<file path="config.mk">
export PLATFORM = sky130hd
export DESIGN_NAME = cipher_session_ctrl
export DESIGN_NICKNAME = d
export VERILOG_FILES = /design/src/rtl/cipher_session_ctrl.sv
export SDC_FILE = /design/constraint.sdc
export NUM_CORES = 1
export LEC_CHECK = 0
export BUFFER_PORTS_ARGS = -buffer_cell sky130_fd_sc_hd__buf_2
export CORE_MARGIN = 10
export CORE_UTILIZATION = 45
export DETAILED_ROUTE_END_ITERATION = 8
export PLACE_DENSITY = 0.81
export SYNTH_ARGS = -nofsm -noshare
export SYNTH_HDL_FRONTEND = slang
export SYNTH_SLANG_ARGS = --single-unit
</file>
<file path="constraint.sdc">
create_clock -name clk -period 2.29 [get_ports clk]
set_clock_uncertainty 0.05 [all_clocks]
set_input_delay 0.3435 -clock clk [delete_from_list [all_inputs] [get_ports clk]]
set_output_delay 0.3435 -clock clk [all_outputs]
set_load 0.005 [all_outputs]
</file>
<file path="src/rtl/cipher_session_ctrl.sv">
// Session controller for the stream_cypher core: key load, fixed warm-up, then
// round-robin sharing of the keystream between an encrypt and a decrypt requester.
module cipher_session_ctrl #(
  parameter int KEY_BYTES = 4,
  parameter int WARMUP    = 8,
  parameter int DATA_W    = 8
) (
  input  logic              clk,
  input  logic              rst,
  input  logic              key_valid,
  input  logic [DATA_W-1:0] key_data,
  output logic              key_ready,
  input  logic              rekey,
  input  logic              ch0_valid,
  input  logic [DATA_W-1:0] ch0_data,
  output logic              ch0_ready,
  input  logic              ch1_valid,
  input  logic [DATA_W-1:0] ch1_data,
  output logic              ch1_ready,
  output logic              out_valid,
  output logic [DATA_W-1:0] out_data,
  output logic              out_ch,
  input  logic              out_ready,
  output logic              ks_load,
  output logic [DATA_W-1:0] ks_seed,
  output logic              ks_step,
  input  logic [DATA_W-1:0] ks_byte,
  output logic              sess_ready
);

  localparam int KCNT_W = $clog2(KEY_BYTES + 1);
  localparam int WCNT_W = $clog2(WARMUP + 1);

  typedef enum logic [1:0] {
    S_LOAD = 2'd0,
    S_WARM = 2'd1,
    S_RUN  = 2'd2
  } state_t;

  state_t            state;
  state_t            state_nxt;
  logic [KCNT_W-1:0] kcnt;
  logic [WCNT_W-1:0] wcnt;
  logic              rr;
  logic              rekey_pend;

  logic [DATA_W-1:0] out_data_p0;
  logic              out_ch_p0;
  logic              vld_p0;

  logic key_acc;
  logic last_key;
  logic last_warm;
  logic can_accept;
  logic pick0;
  logic pick1;
  logic grant_open;
  logic fire0;
  logic fire1;
  logic fire;
  logic drain_go;

  function automatic logic [DATA_W-1:0] mix(input logic [DATA_W-1:0] d,
                                            input logic [DATA_W-1:0] ks);
    return d ^ ks;
  endfunction

  assign key_acc    = (state == S_LOAD) && key_valid && !rst;
  assign last_key   = key_acc && (kcnt == KCNT_W'(KEY_BYTES - 1));
  assign last_warm  = (state == S_WARM) && (wcnt == WCNT_W'(WARMUP - 1));
  assign can_accept = !vld_p0 || out_ready;

  // rr only breaks ties; a lone requester is always the pick
  assign pick0      = ch0_valid && (!ch1_valid || !rr);
  assign pick1      = ch1_valid && (!ch0_valid || rr);
  assign grant_open = (state == S_RUN) && can_accept && !rekey_pend && !rekey && !rst;
  assign fire0      = pick0 && grant_open;
  assign fire1      = pick1 && grant_open;
  assign fire       = fire0 || fire1;
  assign drain_go   = (state == S_RUN) && rekey_pend && can_accept;

  assign ks_seed    = key_data;
  assign out_valid  = vld_p0;
  assign out_data   = out_data_p0;
  assign out_ch     = out_ch_p0;

  always_ff @(posedge clk) begin
    if (rst) begin
      state <= S_LOAD;
    end else begin
      state <= state_nxt;
    end
  end

  always_comb begin
    state_nxt = state;
    case (state)
      S_LOAD:  if (last_key)  state_nxt = S_WARM;
      S_WARM:  if (last_warm) state_nxt = S_RUN;
      S_RUN:   if (drain_go)  state_nxt = S_LOAD;
      default: state_nxt = S_LOAD;
    endcase
  end

  always_comb begin
    key_ready  = 1'b0;
    ks_load    = 1'b0;
    ks_step    = 1'b0;
    ch0_ready  = 1'b0;
    ch1_ready  = 1'b0;
    sess_ready = 1'b0;
    if (!rst) begin
      case (state)
        S_LOAD: begin
          key_ready = 1'b1;
          ks_load   = key_valid;
        end
        S_WARM: ks_step = 1'b1;
        S_RUN: begin
          sess_ready = 1'b1;
          ch0_ready  = fire0;
          ch1_ready  = fire1;
          ks_step    = fire;
        end
        default: ;
      endcase
    end
  end

  always_ff @(posedge clk) begin
    if (rst) begin
      kcnt       <= '0;
      wcnt       <= '0;
      rr         <= 1'b0;
      rekey_pend <= 1'b0;
    end else begin
      if (key_acc) begin
        kcnt <= last_key ? '0 : kcnt + KCNT_W'(1);
      end else if (drain_go) begin
        kcnt <= '0;
      end
      if (state == S_WARM) begin
        wcnt <= last_warm ? '0 : wcnt + WCNT_W'(1);
      end
      if (fire0) begin
        rr <= 1'b1;
      end else if (fire1) begin
        rr <= 1'b0;
      end
      if (drain_go) begin
        rekey_pend <= 1'b0;
      end else if ((state == S_RUN) && rekey) begin
        rekey_pend <= 1'b1;
      end
    end
  end

  // Stage p0: result register, one cycle after the grant
  always_ff @(posedge clk) begin
    if (rst) begin
      vld_p0      <= 1'b0;
      out_data_p0 <= '0;
      out_ch_p0   <= 1'b0;
    end else if (fire) begin
      vld_p0      <= 1'b1;
      out_data_p0 <= mix(fire1 ? ch1_data : ch0_data, ks_byte);
      out_ch_p0   <= fire1;
    end else if (vld_p0 && out_ready) begin
      vld_p0      <= 1'b0;
    end
  end

endmodule

</file>
==> impl_metrics.toml <==
[run_status]
run_status = "finished clean"

[placed_design]
dp.final_hpwl_mm = 2.64
routabilityCongestion = 0.761
number_of_input_and_output_port_buffers_inserted = 46
place_inst = 204

[sta]
fmax_ghz = 0.488
rsz_0062_raised_after_global_routing = "false"
timing.final.hold_violations = 0
setup-violations-final = 0
setup-tns-final_ns = 0
fin_crit_sh_pct = 89.4
layout_min_cycle_time_ns = 2.05
max_slew.worst_pin.slew_ns = 0.392
max-slew-margin-rel_pct = 73.7
slew_viol_final = 0

[power]
internal-power_uw = 598
sequentialPowerShare_pct = 46.7
p_leak_uw = 0.000664
power_per_cell_area_nw_per_um2 = 593
vdd.ir_drop.worst_mv = 0.465
power.combinational.fraction_pct = 33.0
pwr-share-clk_pct = 20.3
sw_share_pct = 33.4
p_sw_uw = 300

[critical_path]
reg2regPathDepth = 5
timing.rr.start = "kcnt[0]"
worstPathRequired_ns = 1.90
cp-end-kind = "output port"
critPathLaunch = "state[0]"
path_max_fanout = 12
worst_setup_endpoint = "ch1_ready"
crit_type = "reg -> out"
timing.reg2reg.setup_slack_ns = 0.54
critPathArrivalTime_ns = 1.65
crit_path_start_kind = "register"
r2r_end = "state[0]"

[global_route]
grt_pass1_wl_mm = 5.08
grt_start_max_net_pins = 22
globalRouteTotalUtil_pct = 11.4
initial_antenna_violation_count = 0
grt-ovfl-total = 0
grt_pass1_vias = 1211

[cts]
numClockSinks = 21
clkLatencyLatePin_ns = 0.31
postCtsSetupBuffers = 0
clock_path_buffers = 2
cts_root_buf = "sky130_fd_sc_hd__clkbuf_4"
tritoncts = "yes"
clk_pin_slew_worst_paths_ns = 0.13
cts_inserted_buffers = 3
cts_htree_levels = 1

[yosys]
synth_area_um2 = 1320
synth-simple-area-share_pct = 16.1
synth-edff-count = 0
area_fraction_of_the_dominant_cell_type_after_synthesis_pct = 31.8
adder_and_majority_cell_fraction_of_the_synthesized_area_pct = 5.68
ys_seq_area_share_pct = 31.8
synth_warnings = 0
synth_fp_nets = 187
yosys.cell_types.count = 37
synth_top_cells_by_area = "sky130_fd_sc_hd__dfxtp_1, sky130_fd_sc_hd__xor2_1, sky130_fd_sc_hd__a32o_1"
cell_type_with_the_highest_aggregate_area_in_the_netlist = "sky130_fd_sc_hd__dfxtp_1"
muxShareOfSynthArea_pct = 3.13
synth_top_family_by_area = "compound AO/OA/AOI/OAI gates"
postSynthAreaPerCell_um2 = 9.30
synth-async-reset-ratio_pct = 0
netlist_top_cells_count = "sky130_fd_sc_hd__dfxtp_1, sky130_fd_sc_hd__xor2_1, sky130_fd_sc_hd__nor2_1"
synth_xor_area_share_pct = 11.3
syn-instance-count = 142
yosysMostFrequentCell = "sky130_fd_sc_hd__dfxtp_1"
yosys_register_bits = 21
post_synthesis_compound_gate_area_fraction_pct = 20.9
synth_top_flop_cell = "sky130_fd_sc_hd__dfxtp_1"

[routing]
routed_wire_length_per_instance_um = 15.5
drcViolationCount = 0
drtIter0Drc = 28
first_pass_iters = 4
totalWireLength_mm = 3.22
route.antenna.remaining_nets = 0
viasPerCell = 5.46
vias = 1135

[hold_path]
min_path_type = "in -> reg"

[die]
start_util_pct = 47.5
core-area_um2 = 2780
rows = 19
io-pin-count = 63
die_y_um = 74.2
die-area_um2 = 5500
die_width_um = 74.2

[cells_and_area]
insertedDiodeCount = 0
layout.cells.non_filler = 208
nFillCells = 265
final_layout_size_suffix_gt1_share_pct = 33.3
nets = 223
syn2layout_area_growth_pct = 14.7

[run]
maxCapViolCount = 0
[power groups by stage]
stage                     combinational, uW  clock, uW  sequential (uW)
final                                   296        182              420
after detailed placement                294          0              427
after global placement                  275          0              423
after CTS                               297        187              419
after floorplan                         217          0              421
after global routing                    327        205              422
[cell families (layout without fill, tap and decap cells)]
| kind of cell | after synthesis | after routing |
|---|---|---|
| buf+inv | 25 | 60 |
| compound gates | 32 | 32 |
| simple gates | 37 | 37 |
| mux | 4 | 4 |
| fa+ha+maj | 6 | 6 |
| xor+xnor | 17 | 17 |
| flops | 21 | 21 |
[timing repair]
| item | 4_1_cts | 5_1_grt |
|---|---|---|
| endpoints found under the hold margin | 0 | 0 |
| hold buffers | 0 | 0 |
| endpoints found under the setup margin | 0 | 1 |
| resized for setup | 0 | 1 |
[final cells by class]
class	instances	area, um^2	share of cell area (%)
Timing Repair Buffer	47	238	15.7
Clock inverter	1	5.00	0.330
Inverter	9	33.8	2.23
Tap cell	31	38.8	2.56
Clock buffer	3	22.5	1.49
Multi-Input combinational cell	96	757	50.0
Sequential cell	21	420	27.7
[layout by cell type, fill, tap and decap left out, types with 4 or more instances in the layout]
cell and n:
sky130_fd_sc_hd__buf_2 46, sky130_fd_sc_hd__dfxtp_1 21, sky130_fd_sc_hd__xor2_1 13, sky130_fd_sc_hd__nor2_1 12, sky130_fd_sc_hd__inv_1 9, sky130_fd_sc_hd__a21oi_1 8
sky130_fd_sc_hd__a32o_1 8, sky130_fd_sc_hd__a22oi_1 6, sky130_fd_sc_hd__nand2b_1 5, sky130_fd_sc_hd__ha_1 5, sky130_fd_sc_hd__xnor2_1 4
[state kept, by name (all words and copies together), names as in the netlist]
| signal | cells |
|---|---|
| rr | 1 |
| kcnt | 3 |
| wcnt | 4 |
| state | 2 |
| rekey_pend | 1 |
| out_data | 8 |
| out_ch | 1 |
| out_valid | 1 |
[how the worst min path moves through the flow]
stage	start	to	slack, ns	cells past startpoint
floorplan	wcnt[3]	wcnt[3]	0.39	2
global placement	wcnt[3]	wcnt[3]	0.41	2
detailed placement	wcnt[3]	wcnt[3]	0.42	2
CTS	rst	kcnt[0]	0.24	2
global route	rst	kcnt[1]	0.24	2
finish	rst	kcnt[0]	0.26	2
[per-layer routing]
layer	global-route usage [%]	vias up	wire, um
li1	-	564	-
met1	10.1	543	1170
met2	23.3	20	1820
met3	2.66	8	206
met4	4.97	0	28
met5	0	-	0
[worst max-delay path, cell delays in order (launching register included)]
cell	delay, ns
sky130_fd_sc_hd__dfxtp_1	0.36
sky130_fd_sc_hd__inv_1	0.12
sky130_fd_sc_hd__ha_2	0.29
sky130_fd_sc_hd__and3_4	0.30
sky130_fd_sc_hd__nand3_2	0.11
sky130_fd_sc_hd__inv_1	0.06
sky130_fd_sc_hd__buf_2	0.10
[stage by stage]
stage | area, um^2 | setup WS [ns] | hold slack (ns) | power [uW] | utilization (%)
global placement | 1490 | 0.582 | 0.407 | 698 | 53.4
CTS | 1510 | 0.135 | 0.245 | 902 | 54.4
floorplan | 1320 | 0.729 | 0.395 | 638 | -
finish | 1520 | 0.243 | 0.256 | 898 | 54.5
detailed placement | 1490 | 0.512 | 0.416 | 721 | 53.4
global route | 1520 | 0.107 | 0.237 | 955 | 54.5
Power figures use the tool's default switching activity.
